`config.mk`:
```
export PLATFORM = sky130hd
export DESIGN_NAME = mem_arbiter
export DESIGN_NICKNAME = d
export VERILOG_FILES = /design/src/rtl/mem_arbiter_pkg.sv /design/src/rtl/mem_lane_align.sv /design/src/rtl/mem_arbiter.sv
export SDC_FILE = /design/constraint.sdc
export NUM_CORES = 1
export LEC_CHECK = 0
export CAP_MARGIN = 30
export CELL_PAD_IN_SITES_DETAIL_PLACEMENT = 0
export CELL_PAD_IN_SITES_GLOBAL_PLACEMENT = 2
export CORE_UTILIZATION = 26
export CTS_BUF_LIST = sky130_fd_sc_hd__clkbuf_2 sky130_fd_sc_hd__clkbuf_4 sky130_fd_sc_hd__clkbuf_8
export CTS_CLUSTER_DIAMETER = 200
export DETAILED_ROUTE_END_ITERATION = 8
export PLACE_DENSITY_LB_ADDON = 0.1
export REMOVE_ABC_BUFFERS = 1
export SETUP_SLACK_MARGIN = 0.4
export SLEW_MARGIN = 20
export SYNTH_ARGS = -nofsm -noshare
export SYNTH_HDL_FRONTEND = slang
export SYNTH_HIERARCHICAL = 1
export SYNTH_SLANG_ARGS = --single-unit
```
`constraint.sdc`:
```
create_clock -name clk -period 3.15 [get_ports clk]
set_input_delay 0.63 -clock clk [delete_from_list [all_inputs] [get_ports clk]]
set_output_delay 0.63 -clock clk [all_outputs]
set_load 0.02 [all_outputs]
```
`src/rtl/mem_arbiter_pkg.sv`:
```
// Shared types and byte-lane helpers for the instruction/data memory arbiter.
// Pure declarations and functions; no latency, no flow control.
package mem_arbiter_pkg;

    localparam int XLEN = 32;

    typedef enum logic [1:0] {
        ST_IDLE   = 2'd0,
        ST_IFETCH = 2'd1,
        ST_DATA   = 2'd2,
        ST_ERR    = 2'd3
    } arb_state_t;

    typedef enum logic {
        GNT_I = 1'b0,
        GNT_D = 1'b1
    } grant_t;

    localparam logic [2:0] F3_B  = 3'b000;
    localparam logic [2:0] F3_H  = 3'b001;
    localparam logic [2:0] F3_W  = 3'b010;
    localparam logic [2:0] F3_BU = 3'b100;
    localparam logic [2:0] F3_HU = 3'b101;

    function automatic logic [XLEN-1:0] sext8(input logic [7:0] b);
        return {{(XLEN-8){b[7]}}, b};
    endfunction

    function automatic logic [XLEN-1:0] zext8(input logic [7:0] b);
        return {{(XLEN-8){1'b0}}, b};
    endfunction

    function automatic logic [XLEN-1:0] sext16(input logic [15:0] h);
        return {{(XLEN-16){h[15]}}, h};
    endfunction

    function automatic logic [XLEN-1:0] zext16(input logic [15:0] h);
        return {{(XLEN-16){1'b0}}, h};
    endfunction

    function automatic logic [3:0] store_be(input logic [2:0] f3, input logic [1:0] off);
        case (f3)
            F3_B:    return 4'b0001 << off;
            F3_H:    return 4'b0011 << off;
            default: return 4'b1111;
        endcase
    endfunction

    function automatic logic [XLEN-1:0] store_rep(input logic [2:0] f3, input logic [XLEN-1:0] d);
        case (f3)
            F3_B:    return {4{d[7:0]}};
            F3_H:    return {2{d[15:0]}};
            default: return d;
        endcase
    endfunction

    // Undefined encodings are folded into the misaligned path so they never reach memory.
    function automatic logic is_misaligned(input logic we, input logic [2:0] f3, input logic [1:0] off);
        case (f3)
            F3_B:    return 1'b0;
            F3_H:    return off[0];
            F3_W:    return off != 2'b00;
            F3_BU:   return we;
            F3_HU:   return we | off[0];
            default: return 1'b1;
        endcase
    endfunction

endpackage

```
`src/rtl/mem_lane_align.sv`:
```
// Combinational byte-lane steering: store byte enables/replication, load shift/extend, misalign detect.
// Zero latency; no flow control.
module mem_lane_align
    import mem_arbiter_pkg::*;
(
    input  logic            we,
    input  logic [2:0]      funct3,
    input  logic [1:0]      addr_lo,
    input  logic [XLEN-1:0] wdata,
    input  logic [XLEN-1:0] rdata_raw,
    output logic [3:0]      be,
    output logic [XLEN-1:0] wdata_rep,
    output logic [XLEN-1:0] rdata_ext,
    output logic            misaligned
);

    logic [XLEN-1:0] shifted;

    always_comb begin
        be         = we ? store_be(funct3, addr_lo) : 4'b1111;
        wdata_rep  = store_rep(funct3, wdata);
        misaligned = is_misaligned(we, funct3, addr_lo);
        shifted    = rdata_raw >> {addr_lo, 3'b000};
        case (funct3)
            F3_B:    rdata_ext = sext8(shifted[7:0]);
            F3_BU:   rdata_ext = zext8(shifted[7:0]);
            F3_H:    rdata_ext = sext16(shifted[15:0]);
            F3_HU:   rdata_ext = zext16(shifted[15:0]);
            default: rdata_ext = rdata_raw;
        endcase
    end

endmodule

```
`src/rtl/mem_arbiter.sv`:
```
// Arbitrates fetch and load/store onto one memory port; request-to-valid >= 2 cycles, waits on m_ack.
// Data has priority with a starvation limit for fetch; MEM_ARB_RR_EN selects round-robin instead.
module mem_arbiter
    import mem_arbiter_pkg::*;
#(
    parameter int I_STARVE_LIMIT = 4
) (
    input  logic            clk,
    input  logic            rst_n,
    input  logic            i_req,
    input  logic [XLEN-1:0] i_addr,
    output logic [XLEN-1:0] i_rdata,
    output logic            i_valid,
    input  logic            d_req,
    input  logic            d_we,
    input  logic [2:0]      d_funct3,
    input  logic [XLEN-1:0] d_addr,
    input  logic [XLEN-1:0] d_wdata,
    output logic [XLEN-1:0] d_rdata,
    output logic            d_valid,
    output logic            d_err,
    output logic            m_req,
    output logic            m_we,
    output logic [XLEN-1:0] m_addr,
    output logic [3:0]      m_be,
    output logic [XLEN-1:0] m_wdata,
    input  logic [XLEN-1:0] m_rdata,
    input  logic            m_ack
);

    arb_state_t      state_q, state_d;
    logic [XLEN-1:0] addr_q, addr_d;
    logic [XLEN-1:0] wdata_q, wdata_d;
    logic [3:0]      be_q, be_d;
    logic            we_q, we_d;
    logic [2:0]      f3_q, f3_d;
    logic [XLEN-1:0] i_rdata_q, i_rdata_d;
    logic [XLEN-1:0] d_rdata_q, d_rdata_d;
    logic            i_valid_q, i_valid_d;
    logic            d_valid_q, d_valid_d;
    logic            d_err_q, d_err_d;

    logic            idle;
    logic            gnt_i, gnt_d;
    logic            lane_we;
    logic [2:0]      lane_f3;
    logic [1:0]      lane_off;
    logic [3:0]      lane_be;
    logic [XLEN-1:0] lane_wdata;
    logic [XLEN-1:0] lane_rdata;
    logic            lane_mis;

    assign idle = (state_q == ST_IDLE);

    // In IDLE the lane logic looks at the incoming request; otherwise at the latched one.
    assign lane_we  = idle ? d_we         : we_q;
    assign lane_f3  = idle ? d_funct3     : f3_q;
    assign lane_off = idle ? d_addr[1:0]  : addr_q[1:0];

    mem_lane_align u_lane (
        .we         (lane_we),
        .funct3     (lane_f3),
        .addr_lo    (lane_off),
        .wdata      (d_wdata),
        .rdata_raw  (m_rdata),
        .be         (lane_be),
        .wdata_rep  (lane_wdata),
        .rdata_ext  (lane_rdata),
        .misaligned (lane_mis)
    );

`ifdef MEM_ARB_RR_EN
    grant_t last_q, last_d;

    assign gnt_i = i_req & (~d_req | (last_q == GNT_D));
    assign gnt_d = d_req & ~gnt_i;

    always_comb begin
        last_d = last_q;
        if (idle && gnt_i) begin
            last_d = GNT_I;
        end else if (idle && gnt_d) begin
            last_d = GNT_D;
        end
    end

    always_ff @(posedge clk or negedge rst_n) begin
        if (!rst_n) begin
            last_q <= GNT_I;
        end else begin
            last_q <= last_d;
        end
    end
`else
    localparam logic [7:0] STARVE_LIM = 8'(I_STARVE_LIMIT);

    logic [7:0] starve_q, starve_d;

    assign gnt_i = i_req & (~d_req | (starve_q == STARVE_LIM));
    assign gnt_d = d_req & ~gnt_i;

    always_comb begin
        starve_d = starve_q;
        if (idle && gnt_i) begin
            starve_d = 8'd0;
        end else if (idle && gnt_d && i_req && (starve_q != STARVE_LIM)) begin
            starve_d = starve_q + 8'd1;
        end
    end

    always_ff @(posedge clk or negedge rst_n) begin
        if (!rst_n) begin
            starve_q <= 8'd0;
        end else begin
            starve_q <= starve_d;
        end
    end
`endif

    always_comb begin
        state_d   = state_q;
        addr_d    = addr_q;
        wdata_d   = wdata_q;
        be_d      = be_q;
        we_d      = we_q;
        f3_d      = f3_q;
        i_rdata_d = i_rdata_q;
        d_rdata_d = d_rdata_q;
        i_valid_d = 1'b0;
        d_valid_d = 1'b0;
        d_err_d   = 1'b0;
        case (state_q)
            ST_IDLE: begin
                if (gnt_d) begin
                    addr_d  = d_addr;
                    we_d    = d_we;
                    f3_d    = d_funct3;
                    be_d    = lane_be;
                    wdata_d = lane_wdata;
                    state_d = lane_mis ? ST_ERR : ST_DATA;
                end else if (gnt_i) begin
                    addr_d  = i_addr;
                    we_d    = 1'b0;
                    be_d    = 4'b1111;
                    state_d = ST_IFETCH;
                end
            end
            ST_IFETCH: begin
                if (m_ack) begin
                    i_rdata_d = m_rdata;
                    i_valid_d = 1'b1;
                    state_d   = ST_IDLE;
                end
            end
            ST_DATA: begin
                if (m_ack) begin
                    d_rdata_d = we_q ? d_rdata_q : lane_rdata;
                    d_valid_d = 1'b1;
                    state_d   = ST_IDLE;
                end
            end
            ST_ERR: begin
                d_valid_d = 1'b1;
                d_err_d   = 1'b1;
                state_d   = ST_IDLE;
            end
            default: state_d = ST_IDLE;
        endcase
    end

    always_ff @(posedge clk or negedge rst_n) begin
        if (!rst_n) begin
            state_q   <= ST_IDLE;
            addr_q    <= '0;
            wdata_q   <= '0;
            be_q      <= '0;
            we_q      <= 1'b0;
            f3_q      <= '0;
            i_rdata_q <= '0;
            d_rdata_q <= '0;
            i_valid_q <= 1'b0;
            d_valid_q <= 1'b0;
            d_err_q   <= 1'b0;
        end else begin
            state_q   <= state_d;
            addr_q    <= addr_d;
            wdata_q   <= wdata_d;
            be_q      <= be_d;
            we_q      <= we_d;
            f3_q      <= f3_d;
            i_rdata_q <= i_rdata_d;
            d_rdata_q <= d_rdata_d;
            i_valid_q <= i_valid_d;
            d_valid_q <= d_valid_d;
            d_err_q   <= d_err_d;
        end
    end

    assign m_req   = (state_q == ST_IFETCH) || (state_q == ST_DATA);
    assign m_we    = m_req & we_q;
    assign m_addr  = {addr_q[XLEN-1:2], 2'b00};
    assign m_be    = be_q;
    assign m_wdata = wdata_q;
    assign i_rdata = i_rdata_q;
    assign i_valid = i_valid_q;
    assign d_rdata = d_rdata_q;
    assign d_valid = d_valid_q;
    assign d_err   = d_err_q;

endmodule

```
==> implementation parameters <==
Parameter                              Value

Outcome
  Outcome    finished, final reports clean

Logic synthesis
  Yosys reg bits    149
  Post-synthesis cell type count    53
  Primary FF master, synth    sky130_fd_sc_hd__dfrtp_1
  Seq/Total Area, Yosys    44.9%
  Adder and majority cell fraction of the synthesized area    1.06%
  Largest family of logic cells by synthesized area    multiplexers
  Number of warnings issued by yosys    6
  Post-synth EDFFs    0
  Synthesized-area fraction occupied by ao, oa, aoi and oai cells    12.5%
  Post-synthesis instance total    767
  Async SR Flop Fraction    100%
  XOR/XNOR Fraction of Synth Area    0.106%
  Per-instance average area after synthesis    10.8 sq um
  Share of synthesized area spent on multiplexers    19.5%
  Area of the mapped netlist    8300 sq um
  Post-Synth Simple-Gate Area    14.2%

Global routing
  Largest net degree at the start of global routing    71
  Number of antenna violations at the first check in global routing    0
  Total gr overflow    0
  First-pass GRT wire length    43.8 mm
  All-layer global routing usage    17.4%
  Vias in the first global route    7086

Layout
  Number of nets in the final layout    1120
  Share of final-layout standard cells stronger than drive strength 1    17.7%
  Non-Filler Instances    1391
  Number of diodes    0
  Fillers    3152
  Area growth syn-to-layout    40.8%

STA
  Hold slack    0.168 ns
  Fin. Hold Viols    0
  Worst-margin pin slew    0.746 ns
  Clock Skew    0.0172 ns
  Share of the clock period used by the worst path    82.0%
  Setup repair after global routing missed its margin    no
  Remaining max-slew budget at the tightest pin    50.3%
  Final-layout setup total negative slack    0 ns
  Achievable clock frequency    387 MHz
  Max-slew violations    0
  Clock period minus final worst setup slack    2.58 ns
  Setup Viol. Count Final    0

Clock tree
  CTS tree    built
  CTS root buffer    sky130_fd_sc_hd__clkbuf_8
  Later-pin clock latency in the skew report    0.46 ns
  # hold bufs at CTS    0
  Bufs on Longest Clock Path    2
  Clock sink count    149
  Number of post-CTS setup repair buffers    0
  H-tree Lvls    4
  Number of buffers inserted during clock tree synthesis    17
  Clock transition at path regs    0.09 ns

Route
  DR iter-0 viols    369
  Ratio of routed vias to standard cells    4.95
  Post-detailed-route DRC marker count    0
  Number of detailed-routing iterations run before antenna repair    7
  ANT nets after route    0
  Post-DR wirelength/cell    20.3 um
  Via count    6889
  Post-detailed-routing wire length    28.3 mm

Critical path
  Startpoint type of the worst setup path    register
  Largest incremental delay on the critical path    0.61 ns
  Endpoint type of the worst setup path    register
  Standard cell with the maximum stage delay on the critical path    sky130_fd_sc_hd__buf_4
  Largest fanout of any net on the critical path    70
  Worst endpoint required time    3.48 ns
  Sequence of cells on the critical path    inv_1 > ha_4 > buf_4 > nand2_1 > a21oi_4 > buf_12 > mux2_2
  Kind of critical path    register to register
  Arrival time of the worst setup path    2.92 ns

Flow run
  Reported max-cap violation count    0

Floorplan
  Number of standard-cell rows in the floorplan    65
  Area inside the core boundary    31500 sq um
  Floorplan die height    181 um
  Die Footprint    32600 sq um
  Top-level I/O count    274
  X dimension of the die    181 um
  Starting density of the core    26.4%

Power
  Peak VDD IR    0.000354 V
  Reported leakage power    0.00483 uW
  Power consumption    11900 uW
  Pwr/cell area    1010 nW/um^2

Place
  I/O Buffers    271
  Hpwl dp    18.9 mm
  Placer congestion estimate    0.719
  Post-placement cell count    1359

Min path
  Worst min-delay path category    input port to asynchronous set/reset pin
## through the flow
stage                     setup slack (ns)  util, %  cell area, sq um
after floorplan                      -1.87        -              7710
after global placement               0.289     35.7             11200
after detailed placement             0.233     35.7             11200
after CTS                            0.433     37.1             11700
after global routing                 0.425     37.1             11700
final                                0.566     37.1             11700
## cell type report
class | instances | area (sq um) | share of cell area, %
Sequential cell | 149 | 3730 | 31.9
Clock buffer | 20 | 275 | 2.36
Clock inverter | 12 | 153 | 1.31
Multi-Input combinational cell | 499 | 3990 | 34.1
Inverter | 9 | 33.8 | 0.289
Timing Repair Buffer | 300 | 3000 | 25.7
Tap cell | 402 | 503 | 4.30
## layout by cell type, fill, tap and decap left out, types with 17 or more instances in the layout
cell type	count
sky130_fd_sc_hd__mux2_2	98
sky130_fd_sc_hd__a21oi_1	56
sky130_fd_sc_hd__mux2i_1	18
sky130_fd_sc_hd__mux2_1	29
sky130_fd_sc_hd__and4b_1	32
sky130_fd_sc_hd__dfrtp_1	149
sky130_fd_sc_hd__buf_4	23
sky130_fd_sc_hd__clkbuf_8	20
sky130_fd_sc_hd__clkdlybuf4s50_1	268
sky130_fd_sc_hd__a21o_1	17
sky130_fd_sc_hd__nor2_1	22
sky130_fd_sc_hd__nand2_1	22
sky130_fd_sc_hd__nand3_1	35
sky130_fd_sc_hd__o21ai_0	24
sky130_fd_sc_hd__o2111ai_1	32
sky130_fd_sc_hd__nand4_1	34
## metal layers
metal	GRT usage [%]	share of wire, %	vias up
li1	-	-	3240
met1	23.1	47	3427
met2	27.5	46	203
met3	5.00	6.0	19
met4	4.34	1.2	0
met5	0	0	-
## final timing paths
check,start,endpoint,slack [ns],depth (start not counted)
worst min register to register,f3_q[2]$_DFFE_PN0P_,f3_q[2]$_DFFE_PN0P_,0.48,1
min in group clk,f3_q[2]$_DFFE_PN0P_,f3_q[2]$_DFFE_PN0P_,0.48,1
worst min-delay path,rst_n,i_rdata[18]$_DFFE_PN0P_,0.17,1
worst max-delay path,state_q[0]$_DFFE_PN0P_,m_wdata[25]$_DFFE_PN0P_,0.57,7
max in group asynchronous,rst_n,m_wdata[14]$_DFFE_PN0P_,2.22,2
worst max register to register,state_q[0]$_DFFE_PN0P_,m_wdata[25]$_DFFE_PN0P_,0.57,7
## worst max-delay path, delay by kind of cell (launching register included)
kind,cells,cell delay [ns]
buffers and inverters,3,1.01
muxes,1,0.36
and+or+nand+nor,1,0.19
DFF,1,0.42
AOI/OAI and AO/OA,1,0.18
adders and majority gates,1,0.24
## logic make-up after synthesis
logic type | Yosys count
and+or+nand+nor | 186
AOI/OAI and AO/OA | 157
DFF | 149
muxes | 146
buffers and inverters | 120
adders and majority gates | 7
other | 1
xor gates and xnor gates | 1
## repair_timing
item                                    in CTS  in global routing
endpoints found under the setup margin       0                 61
hold endpoints to repair                     0                  0
resized for setup                            0                  4
## synth_stat cells, types with 6 or more instances
library cell | number | share of area (%)
sky130_fd_sc_hd__a21o_1 | 17 | 1.5
sky130_fd_sc_hd__nand3_1 | 35 | 2.1
sky130_fd_sc_hd__buf_1 | 6 | 0.27
sky130_fd_sc_hd__o21ai_0 | 24 | 1.4
sky130_fd_sc_hd__nand3b_1 | 8 | 0.72
sky130_fd_sc_hd__a21oi_1 | 56 | 3.4
sky130_fd_sc_hd__mux2_1 | 29 | 3.9
sky130_fd_sc_hd__nand4_1 | 34 | 2.6
sky130_fd_sc_hd__dfrtp_1 | 149 | 45
sky130_fd_sc_hd__nand2_1 | 22 | 0.99
sky130_fd_sc_hd__nor2_1 | 22 | 0.99
sky130_fd_sc_hd__clkbuf_1 | 51 | 2.3
sky130_fd_sc_hd__nor2b_1 | 12 | 0.90
sky130_fd_sc_hd__a22oi_1 | 12 | 1.1
sky130_fd_sc_hd__ha_1 | 7 | 1.1
sky130_fd_sc_hd__inv_1 | 9 | 0.41
sky130_fd_sc_hd__buf_2 | 11 | 0.66
sky130_fd_sc_hd__and4b_1 | 32 | 3.9
sky130_fd_sc_hd__mux2_2 | 99 | 13
sky130_fd_sc_hd__o2111ai_1 | 32 | 3.4
sky130_fd_sc_hd__buf_4 | 41 | 3.7
sky130_fd_sc_hd__mux2i_1 | 18 | 2.2
## registers in the layout (all words and copies together), names as in the netlist, 2 cells and up
register and flops:
addr_q 32, d_rdata 32, f3_q 3, i_rdata 32, m_be 4, m_wdata 32
starve_q 8, state_q 2
## power by group
group	switching [uW]	internal [uW]	leakage (uW)	total, uW
Clock	798	845	0.000207	1640
Sequential	464	2800	0.00180	3270
Combinational	3710	3230	0.00282	6940
Power figures use the tool's default switching activity.
